==> config.mk <==
export PLATFORM = sky130hd
export DESIGN_NAME = fault_reg_bank_flat
export DESIGN_NICKNAME = d
export VERILOG_FILES = /design/src/rtl/fault_pkg.sv /design/src/rtl/fault_reg_bank_if.sv /design/src/rtl/clk_wiz_0.sv /design/src/rtl/fault_reg_bank_maj_vote.sv /design/src/rtl/fault_reg_bank.sv /design/src/flat_wrapper.sv
export SDC_FILE = /design/constraint.sdc
export NUM_CORES = 1
export LEC_CHECK = 0
export BUFFER_PORTS_ARGS = -buffer_cell sky130_fd_sc_hd__clkbuf_2
export CORE_MARGIN = 3
export CORE_UTILIZATION = 65
export CTS_CLUSTER_SIZE = 10
export DETAILED_ROUTE_END_ITERATION = 10
export PLACE_DENSITY = 0.89
export SLEW_MARGIN = 10
export SYNTH_ARGS = -nofsm -noshare
export SYNTH_HDL_FRONTEND = slang
export SYNTH_HIERARCHICAL = 1
export SYNTH_SLANG_ARGS = --single-unit
==> constraint.sdc <==
create_clock -name sysclk_p -period 3.95 [get_ports sysclk_p]
set_clock_uncertainty 0.1 [all_clocks]
set_input_delay 0.395 -clock sysclk_p [delete_from_list [all_inputs] [get_ports sysclk_p]]
set_output_delay 0.395 -clock sysclk_p [all_outputs]
set_load 0.02 [all_outputs]
==> src/rtl/fault_pkg.sv <==
// Shared definitions for the redundant fault-detection register bank:
// the FSM state encoding and a saturating increment.
package fault_pkg;

   typedef enum logic [1:0] {
      ST_IDLE    = 2'b00,
      ST_MONITOR = 2'b01,
      ST_FAULT   = 2'b10
   } state_t;

   localparam int SAT_W = 64;

   // Callers zero-extend into SAT_W bits and truncate the result back.
   function automatic logic [SAT_W-1:0] sat_inc(input logic [SAT_W-1:0] value,
                                                input logic [SAT_W-1:0] max_value);
      return (value >= max_value) ? value : value + 64'd1;
   endfunction

endpackage

==> src/rtl/fault_reg_bank_if.sv <==
// Host-side bus of the fault register bank: arm/mode/pattern in,
// voted value and fault statistics out.
interface fault_reg_bank_if #(
   parameter int WIDTH    = 8,
   parameter int CHANNELS = 5,
   parameter int CNT_W    = 16,
   parameter int TS_W     = 24
) ();
   logic                en;
   logic                mode;
   logic [WIDTH-1:0]    d;
   logic [WIDTH-1:0]    q;
   logic [CHANNELS-1:0] fault_mask;
   logic                fault_any;
   logic [CNT_W-1:0]    fault_count;
   logic [TS_W-1:0]     first_fault_time;
   logic [1:0]          state;

   modport master (
      output en, mode, d,
      input  q, fault_mask, fault_any, fault_count, first_fault_time, state
   );

   modport slave (
      input  en, mode, d,
      output q, fault_mask, fault_any, fault_count, first_fault_time, state
   );
endinterface

==> src/rtl/clk_wiz_0.sv <==
// Behavioural stand-in for the clk_wiz_0 MMCM used by simulation and lint;
// the generated Vivado IP replaces this module in the implementation flow.
module clk_wiz_0 (
   input  logic clk_in1_p,
   input  logic clk_in1_n,
   input  logic reset,
   output logic clk_out1,
   output logic locked
);
   logic unused_inputs;

   assign clk_out1      = clk_in1_p;
   assign locked        = ~reset;
   assign unused_inputs = clk_in1_n;
endmodule

==> src/rtl/fault_reg_bank_maj_vote.sv <==
// Bitwise majority over CHANNELS copies of a WIDTH-bit word; CHANNELS is
// odd, so every bit has a strict majority.
module maj_vote #(
   parameter int CHANNELS = 5,
   parameter int WIDTH    = 8
) (
   input  logic [CHANNELS-1:0][WIDTH-1:0] votes,
   output logic [WIDTH-1:0]               q
);
   localparam int CW = $clog2(CHANNELS + 1);

   generate
      for (genvar gi = 0; gi < WIDTH; gi++) begin : g_bit
         logic [CW-1:0] ones;

         always_comb begin
            ones = '0;
            for (int c = 0; c < CHANNELS; c++) begin
               ones = ones + CW'(votes[c][gi]);
            end
         end

         assign q[gi] = (ones > CW'(CHANNELS / 2));
      end
   endgenerate
endmodule

==> src/rtl/fault_reg_bank.sv <==
// Laser-fault target: CHANNELS redundant register copies compared every cycle
// against a golden register, with sticky flags, counters and a voted output.
module fault_reg_bank
   import fault_pkg::*;
#(
   parameter int WIDTH    = 8,
   parameter int CHANNELS = 5,
   parameter int CNT_W    = 16,
   parameter int TS_W     = 24
) (
   input  logic            sysclk_p,
   input  logic            sysclk_n,
   input  logic            reset,
   fault_reg_bank_if.slave bus
);
   localparam logic [CNT_W-1:0] CNT_MAX = '1;
   localparam logic [TS_W-1:0]  TS_MAX  = '1;

   logic clk;
   logic mmcm_locked_unused;

   // MMCM reset tied low so clk keeps running through design reset.
   clk_wiz_0 u_clk_wiz (
      .clk_in1_p (sysclk_p),
      .clk_in1_n (sysclk_n),
      .reset     (1'b0),
      .clk_out1  (clk),
      .locked    (mmcm_locked_unused)
   );

   state_t                        state_reg;
   logic [WIDTH-1:0]              golden_reg;
   logic [TS_W-1:0]               ts_reg;
   logic [CHANNELS-1:0]           mask_reg;
   logic [CNT_W-1:0]              count_reg;
   logic [TS_W-1:0]               fft_reg;
   logic [CHANNELS-1:0][WIDTH-1:0] chan_q;
   logic [CHANNELS-1:0]           mism;
   logic                          arm;
   logic                          run;

   assign arm = (state_reg == ST_IDLE) && bus.en;
   assign run = (state_reg != ST_IDLE) && bus.en;

   // Copies must stay physically distinct; the build also enables
   // keep_equivalent_registers so synthesis does not merge them.
   generate
      for (genvar gi = 0; gi < CHANNELS; gi++) begin : g_chan
         (* DONT_TOUCH = "TRUE" *) logic [WIDTH-1:0] chan_reg;

         always_ff @(posedge clk) begin
            if (reset) begin
               chan_reg <= '0;
            end else if (arm) begin
               chan_reg <= bus.d;
            end else if (run && bus.mode) begin
               chan_reg <= ~chan_reg;
            end
         end

         assign chan_q[gi] = chan_reg;
         assign mism[gi]   = (chan_reg != golden_reg);
      end
   endgenerate

   always_ff @(posedge clk) begin
      if (reset) begin
         state_reg  <= ST_IDLE;
         golden_reg <= '0;
         ts_reg     <= '0;
         mask_reg   <= '0;
         count_reg  <= '0;
         fft_reg    <= '0;
      end else begin
         case (state_reg)
            ST_IDLE: begin
               if (bus.en) begin
                  golden_reg <= bus.d;
                  ts_reg     <= '0;
                  mask_reg   <= '0;
                  count_reg  <= '0;
                  fft_reg    <= '0;
                  state_reg  <= ST_MONITOR;
               end
            end
            ST_MONITOR, ST_FAULT: begin
               if (!bus.en) begin
                  state_reg <= ST_IDLE;
               end else begin
                  if (bus.mode) begin
                     golden_reg <= ~golden_reg;
                  end
                  ts_reg   <= TS_W'(sat_inc(SAT_W'(ts_reg), SAT_W'(TS_MAX)));
                  mask_reg <= mask_reg | mism;
                  if (|mism) begin
                     count_reg <= CNT_W'(sat_inc(SAT_W'(count_reg), SAT_W'(CNT_MAX)));
                     state_reg <= ST_FAULT;
                     // Timestamp only the very first mismatching cycle of a run.
                     if (mask_reg == '0) begin
                        fft_reg <= ts_reg;
                     end
                  end
               end
            end
            default: state_reg <= ST_IDLE;
         endcase
      end
   end

   maj_vote #(
      .CHANNELS (CHANNELS),
      .WIDTH    (WIDTH)
   ) u_maj_vote (
      .votes (chan_q),
      .q     (bus.q)
   );

   assign bus.fault_mask       = mask_reg;
   assign bus.fault_any        = |mask_reg;
   assign bus.fault_count      = count_reg;
   assign bus.first_fault_time = fft_reg;
   assign bus.state            = state_reg;
endmodule

==> src/flat_wrapper.sv <==
// flat-port wrapper written by rule: the top's interface ports become plain ports
module fault_reg_bank_flat import fault_pkg::*;
#(
   parameter int WIDTH    = 8,
   parameter int CHANNELS = 5,
   parameter int CNT_W    = 16,
   parameter int TS_W     = 24
)
  (sysclk_p, sysclk_n, reset, bus_en, bus_mode, bus_d, bus_q, bus_fault_mask, bus_fault_any, bus_fault_count, bus_first_fault_time, bus_state);
  fault_reg_bank_if #(.WIDTH(WIDTH), .CHANNELS(CHANNELS), .CNT_W(CNT_W), .TS_W(TS_W)) bus_i ();
  input  logic sysclk_p;
  input  logic sysclk_n;
  input  logic reset;
  input wire logic [$bits(bus_i.en)-1:0] bus_en;
  input wire logic [$bits(bus_i.mode)-1:0] bus_mode;
  input wire logic [$bits(bus_i.d)-1:0] bus_d;
  output wire logic [$bits(bus_i.q)-1:0] bus_q;
  output wire logic [$bits(bus_i.fault_mask)-1:0] bus_fault_mask;
  output wire logic [$bits(bus_i.fault_any)-1:0] bus_fault_any;
  output wire logic [$bits(bus_i.fault_count)-1:0] bus_fault_count;
  output wire logic [$bits(bus_i.first_fault_time)-1:0] bus_first_fault_time;
  output wire logic [$bits(bus_i.state)-1:0] bus_state;
  assign bus_i.en = bus_en;
  assign bus_i.mode = bus_mode;
  assign bus_i.d = bus_d;
  assign bus_q = bus_i.q;
  assign bus_fault_mask = bus_i.fault_mask;
  assign bus_fault_any = bus_i.fault_any;
  assign bus_fault_count = bus_i.fault_count;
  assign bus_first_fault_time = bus_i.first_fault_time;
  assign bus_state = bus_i.state;
  fault_reg_bank #(.WIDTH(WIDTH), .CHANNELS(CHANNELS), .CNT_W(CNT_W), .TS_W(TS_W)) u_core (.sysclk_p(sysclk_p), .sysclk_n(sysclk_n), .reset(reset), .bus(bus_i));
endmodule
==> results.py <==
metrics = {
    "logic_synthesis": {
        "avgSynthCellArea_um2": 8.50,
        "yosysWarnings": 6,
        "syn_area_mm2": 0.00720,
        "synthCells": 847,
        "synth_nets": 896,
    },
    "place": {
        "dp_slack_ns": 1.05,
        "dp_cells": 1003,
        "portBuffers": 67,
        "dp_hpwl_um": 11000,
        "gp_congestion": 0.890,
    },
    "timing": {
        "layout_setup_ws_ns": 0.689,
        "rsz0062_at_grt": "false",
        "setup_viol": 0,
        "finalHoldViolations": 0,
        "totalNegativeSetupSlack_ns": 0,
        "worst_pin_slew_ns": 0.929,
        "fmax_ghz": 0.307,
        "max-slew-margin-rel_pct": 37.5,
        "period_share_pct": 82.6,
        "post-route-min-period_ns": 3.26,
        "final-max-slew-violation-count": 0,
    },
    "clocking": {
        "clk_path_buf_depth": 2,
        "post_cts_resized": 0,
        "root_buffer": "clkbuf_8",
        "clk_latency_ns": 0.52,
        "clkTransAtPathRegs_ns": 0.06,
        "cts_tree": "yes",
        "clkSinkCount": 119,
        "numCtsBuffers": 17,
        "postCtsHoldBufs": 0,
        "htreeDepth": 4,
        "cts_setup_buffers": 0,
    },
    "setup_path": {
        "crit_required_ns": 3.45,
        "cp_top_family": "adder cells",
        "reg2reg_slack_ns": 0.85,
        "start_kind": "flip-flop",
        "cp-end-kind": "output pin",
        "path_buf_inv": 2,
        "crit_chain": "ha_1 > fa_1 > ha_1 > inv_1 > fa_1 > o21ai_1 > clkbuf_2",
        "cpMaxStageDelayCell": "fa_1",
        "worstPathArrival_ns": 2.77,
        "crit_path_max_fanout": 4,
        "path_class": "reg -> out",
        "max_stage_delay_ns": 0.51,
    },
    "cells_and_area": {
        "final_cell_mix": "dfxtp_1 (119), nand2_1 (103), nand2b_1 (82), mux2i_1 (72), clkbuf_2 (67)",
        "antenna_cells": 0,
        "drive_above_1_share_pct": 13.7,
        "final_cell_count_no_fill": 1035,
        "fill_cells": 700,
        "final_common_cell": "dfxtp_1",
        "syn2layout_area_growth_pct": 12.3,
        "nets": 935,
        "largest_reg_flops": 40,
    },
    "global_route": {
        "grt_pass1_wl_um": 29300,
        "antenna_found_initial": 0,
        "grt-ovfl-total": 0,
        "gr-usage-all-layers_pct": 28.0,
        "grt_pass1_vias": 6072,
        "grt_max_degree": 57,
    },
    "die": {
        "initial_core_util_pct": 68.2,
        "die_w_um": 111,
        "fp.dieH_um": 111,
        "coreArea_mm2": 0.0106,
        "rows": 37,
        "ioPinCount": 69,
        "dieArea_mm2": 0.0124,
    },
    "detailed_routing": {
        "num_vias": 6304,
        "routed_via_density": 6.09,
        "drc": 0,
        "wl_per_cell_um": 16.7,
        "wl_um": 17300,
        "drt_iter0_drc": 621,
        "ant_nets": 0,
        "dr.pass1.iters": 8,
    },
    "pwr": {
        "power.density_mw_per_mm2": 460,
        "leakage_nw": 3.13,
        "vdd.ir_drop.worst_mv": 0.362,
    },
    "worst_hold_path": {
        "hold_class": "in -> reg",
    },
    "status": {
        "status": "completed",
    },
    "flow_run": {
        "drv_cap": 0,
    },
}
where the power goes:
| group | internal (mW) | switching, mW | leakage (nW) |
|---|---|---|---|
| sequential | 1.27 | 0.107 | 0.969 |
| clock | 0.926 | 0.635 | 0.288 |
| combinational | 0.314 | 0.472 | 1.87 |
| total | 2.51 | 1.21 | 3.13 |
final cells by class:
type / count / area, um^2 / share of cell area [%]
clock buffers: 17 / 414 / 5.12
clock inverters: 15 / 184 / 2.27
inverters: 56 / 210 / 2.60
multi-input cells: 615 / 4320 / 53.4
flip-flops and latches: 119 / 2380 / 29.5
well taps: 136 / 170 / 2.10
repair buffers: 77 / 410 / 5.07
per-stage QoR:
step / area [um^2] / utilization [%] / power (mW) / hold slack [ns]
final: 8090 / 76.6 / 3.72 / 0.0933
after global routing: 8090 / 76.6 / 3.86 / 0.109
after CTS: 8090 / 76.6 / 3.72 / 0.0818
after detailed placement: 7490 / 71.0 / 2.15 / 0.353
after global placement: 7490 / 71.0 / 2.13 / 0.346
after floorplan: 7200 / - / 2.19 / 0.355
worst paths after layout:
check | start | depth (start not counted) | end
setup reg to reg | u_core/bus.state[0] | 7 | u_core/bus.fault_count[13]
hold reg to reg | u_core/bus.first_fault_time[12] | 2 | u_core/bus.first_fault_time[12]
hold / removal | bus_d[4] | 3 | u_core/golden_reg[4]
setup / recovery | u_core/g_chan[1].chan_reg[4] | 7 | bus_q[4]
worst register-to-register path, stage by stage, from the launching register on:
cell and delay, ns:
dfxtp_1 0.39, inv_1 0.07, ha_1 0.51, nor2_1 0.24, o21bai_1 0.26, or3_1 0.56, a2111oi_0 0.65, mux2i_1 0.25
layer usage:
metal | track usage [%] | wire [um] | vias to the layer above
met4 | 9.00 | 279 | 0
met3 | 5.73 | 1230 | 32
li1 | - | - | 2980
met5 | 0 | 0 | -
met1 | 37.8 | 7510 | 3019
met2 | 45.1 | 8300 | 273
No activity file was read; power rests on OpenSTA's default activity.
